### config.mk
export PLATFORM = sky130hd
export DESIGN_NAME = fifo_stim_driver_flat
export DESIGN_NICKNAME = d
export VERILOG_FILES = /design/src/rtl/fifo_drv_pkg.sv /design/src/rtl/fifo_stim_driver_if.sv /design/src/rtl/fifo_drv_sat_cnt.sv /design/src/rtl/fifo_stim_driver.sv /design/src/flat_wrapper.sv
export SDC_FILE = /design/constraint.sdc
export NUM_CORES = 1
export LEC_CHECK = 0
export ABC_CLOCK_PERIOD_IN_PS = 5600
export BUFFER_PORTS_ARGS = -buffer_cell sky130_fd_sc_hd__buf_2
export CAP_MARGIN = 40
export CORE_MARGIN = 2
export CORE_UTILIZATION = 49
export CTS_BUF_LIST = sky130_fd_sc_hd__clkbuf_8 sky130_fd_sc_hd__clkbuf_16
export CTS_CLUSTER_DIAMETER = 150
export DETAILED_ROUTE_END_ITERATION = 6
export PLACE_DENSITY = 0.79
export SYNTH_ARGS = -nofsm -noshare
export SYNTH_HDL_FRONTEND = slang
export SYNTH_SLANG_ARGS = --single-unit
### constraint.sdc
create_clock -name clk -period 5.6 [get_ports clk]
set_input_delay 0.84 -clock clk [delete_from_list [all_inputs] [get_ports clk]]
set_output_delay 0.84 -clock clk [all_outputs]
set_load 0.01 [all_outputs]
### src/rtl/fifo_drv_pkg.sv
// Shared definitions for the fifo stimulus driver: op encoding, FSM states
// and the default fifo geometry.
package fifo_drv_pkg;

    localparam int WIDTH_DEF     = 8;
    localparam int DEPTH_DEF     = 64;
    localparam int LOG2DEPTH_DEF = 6;

    localparam logic [1:0] OP_IDLE  = 2'd0;
    localparam logic [1:0] OP_PUSH  = 2'd1;
    localparam logic [1:0] OP_POP   = 2'd2;
    localparam logic [1:0] OP_MIXED = 2'd3;

    typedef enum logic [1:0] {
        ST_IDLE,
        ST_RUN,
        ST_DONE
    } state_t;

endpackage

### src/rtl/fifo_stim_driver_if.sv
// Connection between the stimulus driver and the fifo under exercise:
// the driver is the master, the fifo is the slave.
interface fifo_stim_driver_if
    import fifo_drv_pkg::*;
#(
    parameter int WIDTH     = WIDTH_DEF,
    parameter int LOG2DEPTH = LOG2DEPTH_DEF
);
    logic                 push;
    logic                 pop;
    logic [WIDTH-1:0]     datain;
    logic                 full;
    logic                 empty;
    logic [LOG2DEPTH:0]   count;
    logic                 full_posedge;
    logic                 empty_posedge;
    logic [WIDTH-1:0]     dataout;

    modport master (
        output push, pop, datain,
        input  full, empty, count, full_posedge, empty_posedge, dataout
    );

    modport slave (
        input  push, pop, datain,
        output full, empty, count, full_posedge, empty_posedge, dataout
    );

endinterface

### src/rtl/fifo_drv_sat_cnt.sv
// Saturating up-counter that can step by 0, 1 or 2 per cycle, with a
// synchronous clear that takes priority over counting.
module fifo_drv_sat_cnt #(
    parameter int CNTW = 16
) (
    input  logic            clk,
    input  logic            clear,
    input  logic [1:0]      inc,
    output logic [CNTW-1:0] value
);

    logic [CNTW:0] sum;

    always_comb begin
        sum = {1'b0, value} + {{(CNTW-1){1'b0}}, inc};
    end

    always_ff @(posedge clk) begin
        if (clear) begin
            value <= '0;
        end else if (sum[CNTW]) begin
            value <= '1;
        end else begin
            value <= sum[CNTW-1:0];
        end
    end

endmodule

### src/rtl/fifo_stim_driver.sv
// Expands agent actions into registered fifo push/pop traffic, checks the fifo
// against a shadow occupancy/sequence model and counts full/empty goal events.
module fifo_stim_driver
    import fifo_drv_pkg::*;
#(
    parameter int WIDTH     = WIDTH_DEF,
    parameter int DEPTH     = DEPTH_DEF,
    parameter int LOG2DEPTH = LOG2DEPTH_DEF,
    parameter int CNTW      = 16
) (
    input  logic                 clk,
    input  logic                 rst,
    input  logic                 action_valid,
    output logic                 action_ready,
    input  logic [1:0]           action_op,
    input  logic [LOG2DEPTH:0]   action_len,
    output logic                 action_done,
    output logic                 done_hit_full,
    output logic                 done_hit_empty,
    fifo_stim_driver_if.master   fifo,
    output logic [CNTW-1:0]      full_hits,
    output logic [CNTW-1:0]      empty_hits,
    output logic                 data_err,
    output logic                 model_err,
    output logic [CNTW-1:0]      err_cnt
);

    localparam logic [LOG2DEPTH:0] DEPTH_V = (LOG2DEPTH+1)'(DEPTH);
    localparam logic [LOG2DEPTH:0] ONE_V   = (LOG2DEPTH+1)'(1);

    state_t               state, state_n;
    logic [1:0]           op_q, op_n, sel_op;
    logic [LOG2DEPTH:0]   rem, rem_n, occ, occ_n;
    logic [WIDTH-1:0]     wr_seq, wr_seq_n, rd_seq, datain_q, datain_n;
    logic                 push_q, pop_q, push_n, pop_n, issue;
    logic                 hit_full_q, hit_empty_q, hit_full_n, hit_empty_n;
    logic                 data_mis, model_mis;
    logic [1:0]           err_inc;

    // Occupancy after this cycle's traffic; it is both the expected fifo count
    // and the basis for next cycle's issue decision.
    always_comb begin
        occ_n = occ + {{LOG2DEPTH{1'b0}}, push_q} - {{LOG2DEPTH{1'b0}}, pop_q};
    end

    always_ff @(posedge clk) begin
        if (rst) begin
            state <= ST_IDLE;
        end else begin
            state <= state_n;
        end
    end

    always_comb begin
        state_n     = state;
        op_n        = op_q;
        rem_n       = rem;
        issue       = 1'b0;
        hit_full_n  = hit_full_q;
        hit_empty_n = hit_empty_q;
        push_n      = 1'b0;
        pop_n       = 1'b0;
        datain_n    = datain_q;
        wr_seq_n    = wr_seq;
        sel_op      = (state == ST_IDLE) ? action_op : op_q;
        case (state)
            ST_IDLE: begin
                if (action_valid) begin
                    op_n        = action_op;
                    rem_n       = action_len;
                    hit_full_n  = 1'b0;
                    hit_empty_n = 1'b0;
                    if (action_len == '0 || action_op == OP_IDLE) begin
                        state_n = ST_DONE;
                    end else begin
                        state_n = ST_RUN;
                        issue   = 1'b1;
                    end
                end
            end
            ST_RUN: begin
                rem_n = rem - ONE_V;
                if (fifo.full_posedge)  hit_full_n  = 1'b1;
                if (fifo.empty_posedge) hit_empty_n = 1'b1;
                if (rem == ONE_V) begin
                    state_n = ST_DONE;
                end else begin
                    issue = 1'b1;
                end
            end
            ST_DONE: begin
                state_n = ST_IDLE;
            end
            default: begin
                state_n = ST_IDLE;
            end
        endcase
        if (issue) begin
            push_n = (sel_op == OP_PUSH || sel_op == OP_MIXED) && (occ_n < DEPTH_V);
            pop_n  = (sel_op == OP_POP  || sel_op == OP_MIXED) && (occ_n != '0);
            if (push_n) begin
                datain_n = wr_seq;
                wr_seq_n = wr_seq + WIDTH'(1);
            end
        end
    end

    always_ff @(posedge clk) begin
        if (rst) begin
            op_q        <= OP_IDLE;
            rem         <= '0;
            occ         <= '0;
            wr_seq      <= '0;
            rd_seq      <= '0;
            datain_q    <= '0;
            push_q      <= 1'b0;
            pop_q       <= 1'b0;
            hit_full_q  <= 1'b0;
            hit_empty_q <= 1'b0;
            data_err    <= 1'b0;
            model_err   <= 1'b0;
        end else begin
            op_q        <= op_n;
            rem         <= rem_n;
            occ         <= occ_n;
            wr_seq      <= wr_seq_n;
            rd_seq      <= rd_seq + {{(WIDTH-1){1'b0}}, pop_q};
            datain_q    <= datain_n;
            push_q      <= push_n;
            pop_q       <= pop_n;
            hit_full_q  <= hit_full_n;
            hit_empty_q <= hit_empty_n;
            if (data_mis)  data_err  <= 1'b1;
            if (model_mis) model_err <= 1'b1;
        end
    end

    // Popped data must follow the same incrementing sequence that was pushed.
    always_comb begin
        data_mis  = pop_q && (fifo.dataout != rd_seq);
        model_mis = (fifo.count != occ_n)
                 || (fifo.full  != (occ_n == DEPTH_V))
                 || (fifo.empty != (occ_n == '0));
        err_inc   = {1'b0, data_mis} + {1'b0, model_mis};
    end

    fifo_drv_sat_cnt #(.CNTW(CNTW)) u_full_cnt (
        .clk   (clk),
        .clear (rst),
        .inc   ({1'b0, fifo.full_posedge}),
        .value (full_hits)
    );

    fifo_drv_sat_cnt #(.CNTW(CNTW)) u_empty_cnt (
        .clk   (clk),
        .clear (rst),
        .inc   ({1'b0, fifo.empty_posedge}),
        .value (empty_hits)
    );

    fifo_drv_sat_cnt #(.CNTW(CNTW)) u_err_cnt (
        .clk   (clk),
        .clear (rst),
        .inc   (err_inc),
        .value (err_cnt)
    );

    assign fifo.push      = push_q;
    assign fifo.pop       = pop_q;
    assign fifo.datain    = datain_q;
    assign action_ready   = (state == ST_IDLE);
    assign action_done    = (state == ST_DONE);
    assign done_hit_full  = action_done && hit_full_q;
    assign done_hit_empty = action_done && hit_empty_q;

endmodule

### src/flat_wrapper.sv
// flat-port wrapper written by rule: the top's interface ports become plain ports
module fifo_stim_driver_flat import fifo_drv_pkg::*;
#(
    parameter int WIDTH     = WIDTH_DEF,
    parameter int DEPTH     = DEPTH_DEF,
    parameter int LOG2DEPTH = LOG2DEPTH_DEF,
    parameter int CNTW      = 16
)
  (clk, rst, action_valid, action_ready, action_op, action_len, action_done, done_hit_full, done_hit_empty, full_hits, empty_hits, data_err, model_err, err_cnt, fifo_push, fifo_pop, fifo_datain, fifo_full, fifo_empty, fifo_count, fifo_full_posedge, fifo_empty_posedge, fifo_dataout);
  fifo_stim_driver_if #(.WIDTH(WIDTH), .LOG2DEPTH(LOG2DEPTH)) fifo_i ();
  input  logic clk;
  input  logic rst;
  input  logic action_valid;
  output logic action_ready;
  input  logic [1:0] action_op;
  input  logic [LOG2DEPTH:0] action_len;
  output logic action_done;
  output logic done_hit_full;
  output logic done_hit_empty;
  output logic [CNTW-1:0] full_hits;
  output logic [CNTW-1:0] empty_hits;
  output logic data_err;
  output logic model_err;
  output logic [CNTW-1:0] err_cnt;
  output wire logic [$bits(fifo_i.push)-1:0] fifo_push;
  output wire logic [$bits(fifo_i.pop)-1:0] fifo_pop;
  output wire logic [$bits(fifo_i.datain)-1:0] fifo_datain;
  input wire logic [$bits(fifo_i.full)-1:0] fifo_full;
  input wire logic [$bits(fifo_i.empty)-1:0] fifo_empty;
  input wire logic [$bits(fifo_i.count)-1:0] fifo_count;
  input wire logic [$bits(fifo_i.full_posedge)-1:0] fifo_full_posedge;
  input wire logic [$bits(fifo_i.empty_posedge)-1:0] fifo_empty_posedge;
  input wire logic [$bits(fifo_i.dataout)-1:0] fifo_dataout;
  assign fifo_push = fifo_i.push;
  assign fifo_pop = fifo_i.pop;
  assign fifo_datain = fifo_i.datain;
  assign fifo_i.full = fifo_full;
  assign fifo_i.empty = fifo_empty;
  assign fifo_i.count = fifo_count;
  assign fifo_i.full_posedge = fifo_full_posedge;
  assign fifo_i.empty_posedge = fifo_empty_posedge;
  assign fifo_i.dataout = fifo_dataout;
  fifo_stim_driver #(.WIDTH(WIDTH), .DEPTH(DEPTH), .LOG2DEPTH(LOG2DEPTH), .CNTW(CNTW)) u_core (.clk(clk), .rst(rst), .action_valid(action_valid), .action_ready(action_ready), .action_op(action_op), .action_len(action_len), .action_done(action_done), .done_hit_full(done_hit_full), .done_hit_empty(done_hit_empty), .fifo(fifo_i), .full_hits(full_hits), .empty_hits(empty_hits), .data_err(data_err), .model_err(model_err), .err_cnt(err_cnt));
endmodule
==> reports/metrics.yaml <==
floorplanning:
  die_h_um: 101
  io_pins: 95
  start_util_pct: 50.3
  die_w_um: 101
  fp.coreArea_um2: 9240
  dieArea_um2: 10300
  fp-row-count: 35
synthesis:
  synth_ff_type: "dfxtp_1"
  synth_compound_area_share_pct: 12.5
  ys_async_sr_fraction_pct: 0
  syn_area_per_cell_um2: 8.59
  synth_nets: 591
  synth_top_family_by_area: "simple AND/OR/NAND/NOR gates"
  synthSimpleGateAreaFrac_pct: 22.4
  synth-seq-area-share_pct: 41.4
  yosys.cell_types.count: 49
  yosys.area.top_type: "dfxtp_1"
  synth_edf_count: 0
  syn_inst: 541
  synth_area_leaders: "dfxtp_1 (41%), a21oi_1 (6.6%), xnor2_1 (6.2%)"
  muxShareOfSynthArea_pct: 2.83
  netlist.area_leader.share_pct: 41.4
  synth_xor_area_share_pct: 11.7
  synth-seq-cells: 96
  ys_warn_count: 0
  synthAdderAreaFrac_pct: 5.44
  syn_area_um2: 4650
sta:
  timing.final.crit_share_pct: 84.5
  max_slew_margin_pct: 61.0
  skew_ns: 0.0145
  rsz0062_at_grt: "no"
  max_freq_mhz: 211
  hold_viol_final: 0
  tightestPinTransition_ns: 0.583
  drv_slew: 0
  period_needed_ns: 4.73
  setup-violations-final: 0
  tns_ns: 0
clock_tree:
  ctsRootBufferMaster: "clkbuf_8"
  postCtsHoldBufs: 0
  clkSinkCount: 96
  htreeDepth: 3
  cts.clk_slew.worst_paths_ns: 0.09
  insertion_delay_ns: 0.35
  post_cts_buffers: 0
  clock_path_buffers: 2
  cts_inserted_buffers: 9
  post_cts_resize_count: 0
  tritoncts: "built"
placement:
  hpwlAfterDp_um: 7510
  place.gp.congestion: 0.872
  port_buffers: 94
  place_area_um2: 5230
grt:
  grt_usage_pct: 19.9
  grt_pass1_wl_um: 16700
  grt-ovfl-total: 0
  antenna_found_initial: 0
  grt_max_degree: 54
  grt_pass1_vias: 3798
hold_path:
  min_from: "u_core.model_err"
  holdPathStages: 2
  hold_path.class: "reg -> reg"
worst_setup_path:
  r2r_cells: 17
  cp-start-kind: "flop"
  crit_required_ns: 5.87
  arrival_ns: 5.01
  worstSetupEndpointType: "flop"
  cp_max_fo: 14
  path_class: "reg -> reg"
  rr_startpoint: "u_core.fifo.pop"
  critical_path.startpoint: "u_core.fifo.pop"
drt:
  drc_errors: 0
  drtIter0Drc: 143
  antenna_left: 0
  wl_per_cell_um: 13.3
  wl_um: 10200
  dr.pass1.iters: 4
  via_count: 4066
  viasPerCell: 5.33
power_and_ir_drop:
  ir_worst_vdd_mv: 0.209
  p_leak_nw: 2.28
  p_per_area_nw_per_um2: 322
flow_run:
  cap_violations: 0
finish:
  insertedDiodeCount: 0
  syn2layout_area_growth_pct: 16.3
  final_cell_area_um2: 5410
  final_nets: 680
  drive_above_1_share_pct: 18.6
outcome:
  status: "finished clean"
==> placed cells by master (no fill, tap or decap), drive strengths merged, types with 2 or more instances in the layout <==
master | synthesis | final
a211oi | 4 | 4
a21o | 3 | 3
a21oi | 61 | 61
a22oi | 2 | 2
a31oi | 5 | 5
and2 | 3 | 3
and3 | 15 | 15
and4 | 2 | 2
buf | 2 | 97
clkbuf | 17 | 10
clkinvlp | 0 | 3
dfxtp | 96 | 96
fa | 2 | 2
ha | 17 | 17
inv | 25 | 26
mux2i | 12 | 12
nand2 | 31 | 31
nand3 | 30 | 30
nand3b | 2 | 2
nand4 | 15 | 15
nor2 | 61 | 61
nor2b | 12 | 12
nor3 | 12 | 12
nor3b | 6 | 6
nor4 | 2 | 2
nor4b | 2 | 2
o211ai | 2 | 2
o21ai | 19 | 19
or3 | 4 | 4
xnor2 | 33 | 33
xor2 | 29 | 29
==> where the power goes <==
| group | leakage, nW | internal (W) | switching (W) |
|---|---|---|---|
| Combinational | 1.42 | 0.000252 | 0.000321 |
| Clock | 0.0818 | 0.000170 | 0.000233 |
| Sequential | 0.779 | 0.000728 | 0.0000365 |
==> sequential cells by signal, indices dropped and copies added, names as in the netlist <==
register	count
u_core.fifo.push	1
u_core.u_err_cnt.value	16
u_core.fifo.datain	8
u_core.hit_empty_q	1
u_core.occ	7
u_core.u_empty_cnt.value	16
u_core.hit_full_q	1
u_core.op_q	2
u_core.data_err	1
u_core.wr_seq	8
u_core.state	2
u_core.rem	7
u_core.model_err	1
u_core.rd_seq	8
u_core.fifo.pop	1
u_core.u_full_cnt.value	16
==> cell type report <==
type                       count  area, um^2
clock buffer                  10         138
clock inverter                 5        35.0
fill                         839        3830
inverter                      25        93.8
multi-input combinational    401        2550
sequential                    96        1920
tap                          129         161
timing repair buffer          97         505
==> per-layer routing <==
metal,track usage (%),up-vias,part of all wire [%]
li1,-,2054,-
met1,24.5,1891,44
met2,34.9,107,50
met3,4.21,14,4.9
met4,6.34,0,1.6
met5,0,-,0
==> synthesized netlist by cell type (2+ instances only) <==
master and n:
or3_1 4, mux2i_1 12, and2_1 3, a22oi_1 2, o211ai_1 2, o21ai_0 18
nor3b_1 6, a31oi_1 5, nand3b_1 2, nand2_1 31, nor4_1 2, dfxtp_1 96
ha_1 17, and3_1 15, nor2_1 61, inv_1 25, xnor2_1 33, clkbuf_1 17
a21o_1 3, nand3_1 30, a21oi_1 61, nand4_1 14, nor2b_1 12, a211oi_1 4
xor2_1 29, nor3_1 12, and4_1 2, fa_1 2
==> worst max-delay path: stages (launching register included) <==
cell     delay (ns)
dfxtp_1        0.35
ha_1           0.28
inv_1          0.04
ha_1           0.20
fa_1           0.42
a211o_1        0.32
o21ai_0        0.13
xnor2_1        0.16
nor4_1         0.47
a21o_1         0.13
a21oi_1        0.10
fa_1           0.39
inv_1          0.10
ha_1           0.21
nand3_1        0.18
nor3_1         0.35
nand4_1        0.53
a21oi_1        0.30
==> metrics by stage <==
stage               setup slack, ns  total power (W)  instances  utilization (%)  hold WS, ns
floorplan                      1.51          0.00123        541                -        0.436
global placement               1.11          0.00132        747             56.4        0.430
detailed placement            0.917          0.00135        748             56.6        0.436
CTS                           0.899          0.00175        763             58.5        0.449
global route                  0.504          0.00185        763             58.5        0.488
finish                        0.865          0.00174        763             58.5        0.447
==> logic make-up after synthesis <==
| logic type | after synthesis |
|---|---|
| simple gates | 203 |
| fa+ha+maj | 19 |
| buf+inv | 44 |
| flops | 96 |
| compound gates | 104 |
| xor+xnor | 62 |
| mux | 13 |
==> path summary, 6_finish.rpt <==
kind | to | slack [ns]
max | u_core.u_err_cnt.value[0] | 0.87
min | u_core.model_err | 0.45
max reg2reg | u_core.u_err_cnt.value[0] | 0.87
min reg2reg | u_core.model_err | 0.45
Note: power is estimated with default switching activity, not from simulation.
